===== src/rtl/elevator_scheduler_pkg.sv =====
// elevator_scheduler_pkg: shared floor sizing, FSM state codes and counter direction encoding
package elevator_scheduler_pkg;
  localparam int FLOOR_W = 4;
  localparam int N_FLOORS = 1 << FLOOR_W;
  localparam logic [1:0] IDLE = 2'd0;
  localparam logic [1:0] MOVE = 2'd1;
  localparam logic [1:0] CHECK = 2'd2;
  localparam logic [1:0] DOOR = 2'd3;
  localparam logic DIR_UP = 1'b0;
  localparam logic DIR_DOWN = 1'b1;
endpackage


===== src/rtl/elevator_scheduler_dwell_timer.sv =====
// elevator_scheduler_dwell_timer: loadable down-counter whose terminal-count flag marks the last cycle of a dwell
module elevator_scheduler_dwell_timer #(
  parameter int W = 4
) (
  input  logic         clk,
  input  logic         clear,
  input  logic         load,
  input  logic [W-1:0] load_val,
  output logic         tc
);
  logic [W-1:0] cnt;
  always_ff @(posedge clk or negedge clear)
    if (!clear) cnt <= '0;
    else if (load) cnt <= load_val;
    else if (cnt != '0) cnt <= cnt - W'(1);
  assign tc = cnt == '0;
endmodule


===== src/rtl/elevator_scheduler.sv =====
// elevator_scheduler: collective (SCAN) call scheduler driving the floor counter's step enable and direction
module elevator_scheduler #(
  parameter int N_FLOORS = elevator_scheduler_pkg::N_FLOORS,
  parameter int FLOOR_W = elevator_scheduler_pkg::FLOOR_W,
  parameter int MOVE_CYCLES = 4,
  parameter int DOOR_CYCLES = 8
) (
  input  logic                clk,
  input  logic                clear,
  input  logic [N_FLOORS-1:0] call_req,
  input  logic [FLOOR_W-1:0]  floor,
  output logic                step,
  output logic                dir,
  output logic                door_open,
  output logic                moving,
  output logic [N_FLOORS-1:0] pending
);
  import elevator_scheduler_pkg::*;
  localparam int MW = $clog2(MOVE_CYCLES + 1);
  localparam int DW = $clog2(DOOR_CYCLES + 1);
  logic [1:0] state, state_n;
  logic dir_n, here, above, below, fwd, rev, edge_bad, absorb, move_tc, door_tc;
  logic [N_FLOORS-1:0] fbit, lo_mask, clr, set;
  assign fbit = N_FLOORS'(1) << floor;
  assign lo_mask = fbit - N_FLOORS'(1);
  assign here = |(pending & fbit);
  assign below = |(pending & lo_mask);
  assign above = |(pending & ~lo_mask & ~fbit);
  assign fwd = dir ? below : above;
  assign rev = dir ? above : below;
  assign edge_bad = dir ? ~|floor : &floor;
  assign absorb = state == DOOR && call_req[floor];
  assign set = state == DOOR ? call_req & ~fbit : call_req;
  assign clr = (state == IDLE || state == CHECK) && here ? fbit : '0;
  assign step = state == MOVE && move_tc && !edge_bad;
  assign door_open = state == DOOR;
  assign moving = state == MOVE || state == CHECK;
  always_comb begin
    state_n = state;
    dir_n = dir;
    unique case (state)
      IDLE, CHECK: begin
        state_n = here ? DOOR : (fwd || rev) ? MOVE : IDLE;
        dir_n = !here && !fwd && rev ? ~dir : dir;
      end
      MOVE: state_n = !move_tc ? MOVE : edge_bad ? IDLE : CHECK;
      DOOR: state_n = door_tc && !absorb ? IDLE : DOOR;
      default: state_n = IDLE;
    endcase
  end
  always_ff @(posedge clk or negedge clear)
    if (!clear) begin
      state <= IDLE;
      dir <= DIR_UP;
      pending <= '0;
    end else begin
      state <= state_n;
      dir <= dir_n;
      pending <= (pending & ~clr) | set;
    end
  elevator_scheduler_dwell_timer #(.W(MW)) u_move (
    .clk(clk), .clear(clear), .load(state != MOVE),
    .load_val(MW'(MOVE_CYCLES - 1)), .tc(move_tc)
  );
  elevator_scheduler_dwell_timer #(.W(DW)) u_door (
    .clk(clk), .clear(clear), .load(state != DOOR || absorb),
    .load_val(DW'(DOOR_CYCLES - 1)), .tc(door_tc)
  );
endmodule


===== config.mk =====
export PLATFORM = sky130hd
export DESIGN_NAME = elevator_scheduler
export DESIGN_NICKNAME = d
export VERILOG_FILES = /design/src/rtl/elevator_scheduler_pkg.sv /design/src/rtl/elevator_scheduler_dwell_timer.sv /design/src/rtl/elevator_scheduler.sv
export SDC_FILE = /design/constraint.sdc
export NUM_CORES = 1
export LEC_CHECK = 0
export CORE_AREA = 2 2 71 73
export CTS_BUF_LIST = sky130_fd_sc_hd__clkbuf_8 sky130_fd_sc_hd__clkbuf_16
export CTS_CLUSTER_DIAMETER = 50
export DETAILED_ROUTE_END_ITERATION = 8
export DIE_AREA = 0 0 73 75
export PLACE_DENSITY = 0.77
export SLEW_MARGIN = 20
export SYNTH_ARGS = -nofsm -noshare
export SYNTH_HDL_FRONTEND = slang
export SYNTH_HIERARCHICAL = 1
export SYNTH_SLANG_ARGS = --single-unit

===== constraint.sdc =====
create_clock -name clk -period 2.7 [get_ports clk]
set_clock_uncertainty 0.05 [all_clocks]
set_input_delay 0.81 -clock clk [delete_from_list [all_inputs] [get_ports clk]]
set_output_delay 0.81 -clock clk [all_outputs]
set_load 0.005 [all_outputs]

==> results of run 1 <==
metal layers:
metal	track usage, %	routed length, µm	part of all wire, %	vias up
met5	0	0	0	-
met4	16.5	339	4.0	0
met3	6.43	818	9.7	32
met2	51.4	3860	46	190
met1	44.2	3430	41	1300
li1	-	-	-	1311
worst max path at each step:
stage | from | slack, ns | cells past startpoint | end
floorplan | floor[1] | -0.22 | 11 | state[0]
global placement | floor[3] | -0.86 | 9 | state[0]
detailed placement | floor[3] | -0.89 | 9 | state[0]
CTS | floor[0] | -0.009 | 11 | state[0]
global route | floor[1] | -0.03 | 9 | dir
finish | floor[0] | 0.02 | 8 | step
area by class of cell:
class                      count  area share [%]
sequential                    26            18.2
multi-input combinational    246            47.2
timing repair buffer         116            29.2
inverter                      18            1.96
tap                           54            1.89
clock buffer                   4            1.54
power groups by stage:
stage / clock [µW] / sequential [µW] / combinational (µW)
2_1_floorplan: 0 / 515 / 498
3_3_place_gp: 0 / 524 / 786
3_5_place_dp: 0 / 530 / 808
4_1_cts: 266 / 524 / 849
5_1_grt: 284 / 536 / 950
6_report: 264 / 526 / 868
critical path: stages:
cell	delay [ns]
buf_8	0.10
buf_6	0.12
nor2_4	0.14
buf_6	0.13
nand3_1	0.08
o2111ai_2	0.11
inv_1	0.07
dlygate4sd2_1	0.26
cell families after synthesis:
family / synth area share (%)
fa+ha+maj: 4.21
other cells: 0.316
compound gates: 26.3
simple gates: 26.8
mux: 7.05
buf+inv: 6.84
flops: 27.4
xor+xnor: 1.10
flip-flops by register name, indices dropped and copies added (netlist names):
signal	cells
state	2
u_door/cnt	4
u_move/cnt	3
dir	1
pending	16
cell usage in the layout (no fill, tap or decap), types with 5 or more instances in the layout:
cell	synthesis	layout
nand2_1	45	42
nor2_1	16	14
buf_4	1	63
o211ai_1	6	6
nand3_1	8	8
inv_1	18	17
buf_6	1	9
mux2_2	7	7
nor3_1	6	5
clkdlybuf4s50_1	0	36
a21oi_1	9	7
dfrtp_1	26	26
o21ai_0	40	38
nor2b_1	14	13
ha_1	8	7
conb_1	2	7
nand2b_1	5	5
timing repair:
item	4_1_cts	5_1_grt
buffers inserted	14	1
gates cloned	0	0
resized for setup	47	10
setup endpoints to repair	23	3
pin swaps	14	11
per-stage QoR:
step                      util, %  total power (µW)
after global placement       70.3              1310
after detailed placement     70.3              1340
after CTS                    75.7              1640
final                        76.7              1660
after floorplan                 -              1010
after global routing         76.7              1770
==> impl_results.md, run 1 <==
- TritonCTS clock tree: yes
- Largest net degree at the start of global routing: 27
- Clk sink count: 26
- Iteration-0 DRC Markers: 355
- YS warnings: 6
- Psw: 638 µW
- Vias/cell: about 6.1
- Share of cells above drive strength 1: 28.5%
- Slew Viols, Final: 0
- Number of primary I/O pins: 42
- Multi-input logic area: 1690 µm²
- Initial Util: approximately 50%
- Worst Setup Slack, final: 0.0237 ns
- Fmax: between 300 and 400 MHz
- Grt total ovfl: 0
- Seq pwr share: 31.7%
- Synthesized flop and latch total: 26
- R2R setup slack: 0.42 ns
- Final RePlAce weighted congestion: 0.997
- Crit path time final: roughly 2.7 ns
- Detailed Place HPWL: 6140 µm
- Asr flop ratio synth: 100%
- Post-synth EDFFs: 0
- Longest Clk Path Bufs: 2
- Critical hold path startpoint: pending[5]
- Max-cap violations: 0
- Diode count: 0
- Fin Setup TNS: 0 ns
- RR Endpoint: state[0]
- Fillers: roughly 340
- GRT Util Overall: between 30 and 40%
- Clock transition at the registers of the reported paths: around 0.10 ns
- H-tree depth: 1
- WL/cell: 18.2 µm
- Worst setup SP type: input port
- Final Setup Violations: 0
- Top cell type's share of synthesized area: 27.4%
- Core area: 4660 µm²
- Die ar.: ~5500 µm²
- R2R depth: 6
- Register area share after synthesis: between 20% and 30%
- Worst hold path type: flip-flop to flip-flop
- Clock Latency Late Sink: 0.28 ns
- Register area: 651 µm²
- Setup crit end kind: output port
- Drt first pass iters: 6
- Hold depth: 2
- Syn Inst Count: just over 300
- Top FF cell, synth: dfrtp_1
- Final Hold Violating Endpoints: 0
- Synth cell types: 65
- Total CTS buffers: 3
- Port Buffers: 41
- Clk root buf: clkbuf_8
- Worst path required time: 1.84 ns
- Area growth, synth to finish: 50.3%
- Synth area leader: dfrtp_1
- Final Non-Filler Cells: 464
- First-pass GRT wire length: 13,700 µm
- Post-route cell area: about 3600 µm²
- Placed insts: roughly 450
- Clock share of power: 15.9%
- Worst-margin pin slew: 0.531 ns
- Maximum VDD drop: 498 µV
- Initial antenna violation count: 0
- Reg-to-Reg Start: pending[11]
- Rows: 25
- Cell-internal power: 1020 µW
- Leakage power: around 0.0015 µW
- Most frequent cell after synthesis: nand2_1
- Nets: 441
- Worst Path Max Fanout: 3
- Kind of critical path: input port to output port
- Area contributors post-synth: dfrtp_1 27%, o21ai_0 8.4%, nand2_1 7.1%
- Worst hold slack: 0.544 ns
- Pre-CTS setup slack: -0.892 ns
- Setup repair after global routing missed its margin: true
- Dpl cell area: about 3300 µm²
- Netlist area before placement: 2380 µm²
- Hold_buf cts: 0
- Pwr Density: 464 nW/µm²
- DRT antenna net count: 0
- Syn_area_per_cell: 7.82 µm²
- Outcome: completed
- Vias in the first global route: ~2,700
- Via count: 2,833
- Die Ht: ~75 µm
- Critical Path AT: roughly 1.8 ns
- Switch share: 38.5%
- WL final: ~8500 µm
- Fin crit share: 99.1%
- Top post-synthesis cells by count: 45 x nand2_1, 40 x o21ai_0, 26 x dfrtp_1, 18 x inv_1, 16 x nor2_1
- Die width: 73 µm
- DRC: 0
- Logic gate share of total power: 52.4%
- Min-Delay Endpoint: pending[5]
- Slew HR: approximately 64%
(Power assumes the default switching activity.)
==> run 2: changes to the inputs <==
Settings changed: CORE_AREA 2 2 71 73 to 2 2 72 74, DIE_AREA 0 0 73 75 to 0 0 74 76, PLACE_DENSITY 0.77 to 0.76, RECOVER_POWER set to 25, SYNTH_HIERARCHICAL 1 to unset.
==> run 2 against run 1 <==
The run now ends with capacitance limit, slew limit, setup timing left. Register-to-register slack better by 0.15 ns. Via count fell by 4.3%. Maximum frequency is 11% lower. Global-route usage shrank 4.4 points. Final area fell by 7.1%. Synthesized area increased by 2.2%. Critical path type is now input port to flip-flop. Critical endpoint is now state[0]. Largest cell class unchanged.
==> impl_results.md, run 2 <==
- Synth cell types: 62 (was 65)
- Worst setup SP type: input port (unchanged)
- Commonest non-fill, non-tap cell in the layout: buf_4 (unchanged)
- Max reg flops: 16 (unchanged)
- Die Ht: 76 µm (was 75 µm)
- Buf+Inv Stages, Crit Path: 3 (was 5)
- Failing checks: capacitance limit, slew limit, setup timing
- Detailed Place HPWL: 5680 µm (was 6140 µm)
- CP top delay family: simple AND/OR/NAND/NOR gates (was buffers and inverters)
- Nets: 414 (was 441)
- Syn_area_per_cell: 7.97 µm² (was 7.82 µm²)
- Setup crit end kind: flip-flop (was output port)
- Multi-input logic area: 1630 µm² (was 1690 µm²)
- WL final: 7710 µm (was 8450 µm)
- Top cell type's share of synthesized area: 26.8% (was 27.4%)
- Share of cells above drive strength 1: 20.4% (was 28.5%)
- Total CTS buffers: 3 (unchanged)
- Biggest register: pending (unchanged)
- Die width: 74 µm (was 73 µm)
- Placed insts: 445 (unchanged)
- WL/cell: 17.1 µm (was 18.2 µm)
- Crit path time final: 3.01 ns (was 2.68 ns)
- Worst Setup Slack, final: -0.306 ns (was 0.0237 ns)
- GRT Util Overall: 28.7% (was 33.1%)
- Vias/cell: 6.00 (was 6.11)
- Largest net degree at the start of global routing: 41 (was 27)
- Rows: 26 (was 25)
- Drt first pass iters: 4 (was 6)
- Register area: 651 µm² (unchanged)
- Fin crit share: 111% (was 99.1%)
- First-pass GRT wire length: 12,700 µm (was 13,700 µm)
- Syn nets: 336
- Pwr Density: 357 nW/µm² (was 464 nW/µm²)
- Final RePlAce weighted congestion: 0.901 (was 0.997)
- Fin util: 67.6% (was 76.7%)
- Final Non-Filler Cells: 452 (was 464)
- Max-cap violations: 1 (was 0)
- Final Setup Violations: 2 (was 0)
- DRC: 0 (unchanged)
- Slew Viols, Final: 26 (was 0)
- Die ar.: 5620 µm² (was 5480 µm²)
- Largest registers: pending: 16 flops, u_door.cnt: 4 flops, u_move.cnt: 3 flops (was pending: 16 flops, u_door/cnt: 4 flops, u_move/cnt: 3 flops)
- Diode count: 0 (unchanged)
- Slowest cell on crit path: or4b_4 (was dlygate4sd2_1)
- Top post-synthesis cells by count: 38 x o21ai_0, 37 x nand2_1, 26 x dfrtp_1, 15 x nor2_1 (was 45 x nand2_1, 40 x o21ai_0, 26 x dfrtp_1, 18 x inv_1, 16 x nor2_1)
- Synth area leader: dfrtp_1 (unchanged)
- Initial antenna violation count: 0 (unchanged)
- Worst hold path type: flip-flop to flip-flop (unchanged)
- YS warnings: 0 (was 6)
- Syn Inst Count: 305 (was 304)
- TritonCTS clock tree: yes (unchanged)
- Worst-margin pin slew: 1.50 ns (was 0.531 ns)
- Max stage delay on crit path: 0.55 ns (was 0.26 ns)
- Fillers: 415 (was 342)
- DRT antenna net count: 0 (unchanged)
- Number of primary I/O pins: 42 (unchanged)
- Worst Path Max Fanout: 2 (was 3)
- Vias in the first global route: 2,510 (was 2,719)
- Maximum VDD drop: 268 µV (was 498 µV)
- Most frequent cells in the layout: 47 x buf_4, 38 x o21ai_0, 36 x nand2_1 (was 63 x buf_4, 42 x nand2_1, 38 x o21ai_0)
- Iteration-0 DRC Markers: 184 (was 355)
- Synthesized flop and latch total: 26 (unchanged)
- Fmax: 333 MHz (was 374 MHz)
- Clk sink count: 26 (unchanged)
- Area contributors post-synth: dfrtp_1 27%, o21ai_0 7.8%, nand2_1 5.7% (was dfrtp_1 27%, o21ai_0 8.4%, nand2_1 7.1%)
- Core area: 4910 µm² (was 4660 µm²)
- Post-synth EDFFs: 0 (unchanged)
- Netlist area before placement: 2430 µm² (was 2380 µm²)
- Register area share after synthesis: 26.8% (was 27.4%)
- Area growth, synth to finish: 36.6% (was 50.3%)
- Initial Util: 49.5% (was 51.0%)
- Top FF cell, synth: dfrtp_1 (unchanged)
- Outcome: finished with violations (was completed)
- Via count: 2,711 (was 2,833)
- Longest Clk Path Bufs: 2 (unchanged)
- Clk root buf: clkbuf_8 (unchanged)
- Leakage power: 0.00133 µW (was 0.00150 µW)
- Port Buffers: 41 (unchanged)
- Worst path required time: 2.81 ns (was 1.84 ns)
- Critical Path AT: 3.12 ns (was 1.82 ns)
- Final Hold Violating Endpoints: 0 (unchanged)
- Asr flop ratio synth: 100% (unchanged)
- Worst hold slack: 0.464 ns (was 0.544 ns)
- Setup repair after global routing missed its margin: true (unchanged)
- H-tree depth: 1 (unchanged)
- Kind of critical path: input port to flip-flop (was input port to output port)
- Slew HR: -0.208% (was 64.1%)
- Grt total ovfl: 0 (unchanged)
- Pre-CTS setup slack: -0.962 ns (was -0.892 ns)
- Cell Chain, Critical Path: buf_6 -> or4b_4 -> ha_4 -> inv_2 -> a222oi_1 -> o211ai_2 -> or4_4 -> buf_4 -> nor2_4 -> a31oi_1 (was buf_8 -> buf_6 -> nor2_4 -> buf_6 -> nand3_1 -> o2111ai_2 -> inv_1 -> dlygate4sd2_1)
- Most frequent cell after synthesis: o21ai_0 (was nand2_1)
- Clock Latency Late Sink: 0.28 ns (about the same)
- Clock transition at the registers of the reported paths: 0.09 ns (was 0.10 ns)
run 2: logic make-up (layout without fill, tap and decap cells):
family | count (synthesis) | in the layout | synth area share, %
compound gates | 103 | 103 | 28.5
buf+inv | 35 | 112 | 7.78
fa+ha+maj | 9 | 9 | 4.63
mux | 9 | 9 | 4.22
flops | 26 | 26 | 26.8
simple gates | 119 | 119 | 26.6
xor+xnor | 4 | 4 | 1.44
run 2: report_power, final:
group,switching [µW],internal (µW),total [µW]
Sequential,15.6,414,429
Clock,134,199,332
Combinational,227,197,424
run 2: stage by stage:
stage,power (µW),instance area [µm²],setup TNS (ns)
2_1_floorplan,686,2490,-1.14
3_3_place_gp,849,3220,-11.73
3_5_place_dp,857,3220,-12.02
4_1_cts,1190,3310,-0.789
5_1_grt,1260,3320,-0.730
6_report,1190,3320,-0.592
run 2: final cells by class:
| class | instances | share of cell area, % |
|---|---|---|
| Inverter | 14 | 1.58 |
| Clock inverter | 1 | 0.905 |
| Timing Repair Buffer | 94 | 25.0 |
| Sequential cell | 26 | 19.6 |
| Multi-Input combinational cell | 244 | 49.0 |
| Tap cell | 70 | 2.64 |
| Clock buffer | 3 | 1.24 |
run 2: repair_timing:
action / 4_1_cts / 5_1_grt
setup buffers: 2 / 1
resized for setup: 24 / 3
hold buffers: 0 / 0
pin swaps: 8 / 4
endpoints found under the setup margin: 24 / 4
run 2: layer usage:
layer  global-route usage [%]  routed length, µm
met1                     40.2               3370
met2                     44.9               3670
met3                     3.70                447
met4                     10.2                218
met5                        0                  0
run 2: path summary, 6_finish.rpt:
| check | from | to | slack (ns) | cells past startpoint |
|---|---|---|---|---|
| min | u_door.cnt[1] | u_door.cnt[1] | 0.46 | 1 |
| max reg2reg | pending[0] | state[0] | 0.57 | 7 |
| max | floor[1] | state[0] | -0.31 | 10 |
| min in group asynchronous | clear | pending[5] | 1.36 | 2 |
| max in group asynchronous | clear | state[1] | 0.36 | 2 |
| min reg2reg | u_door.cnt[1] | u_door.cnt[1] | 0.46 | 1 |
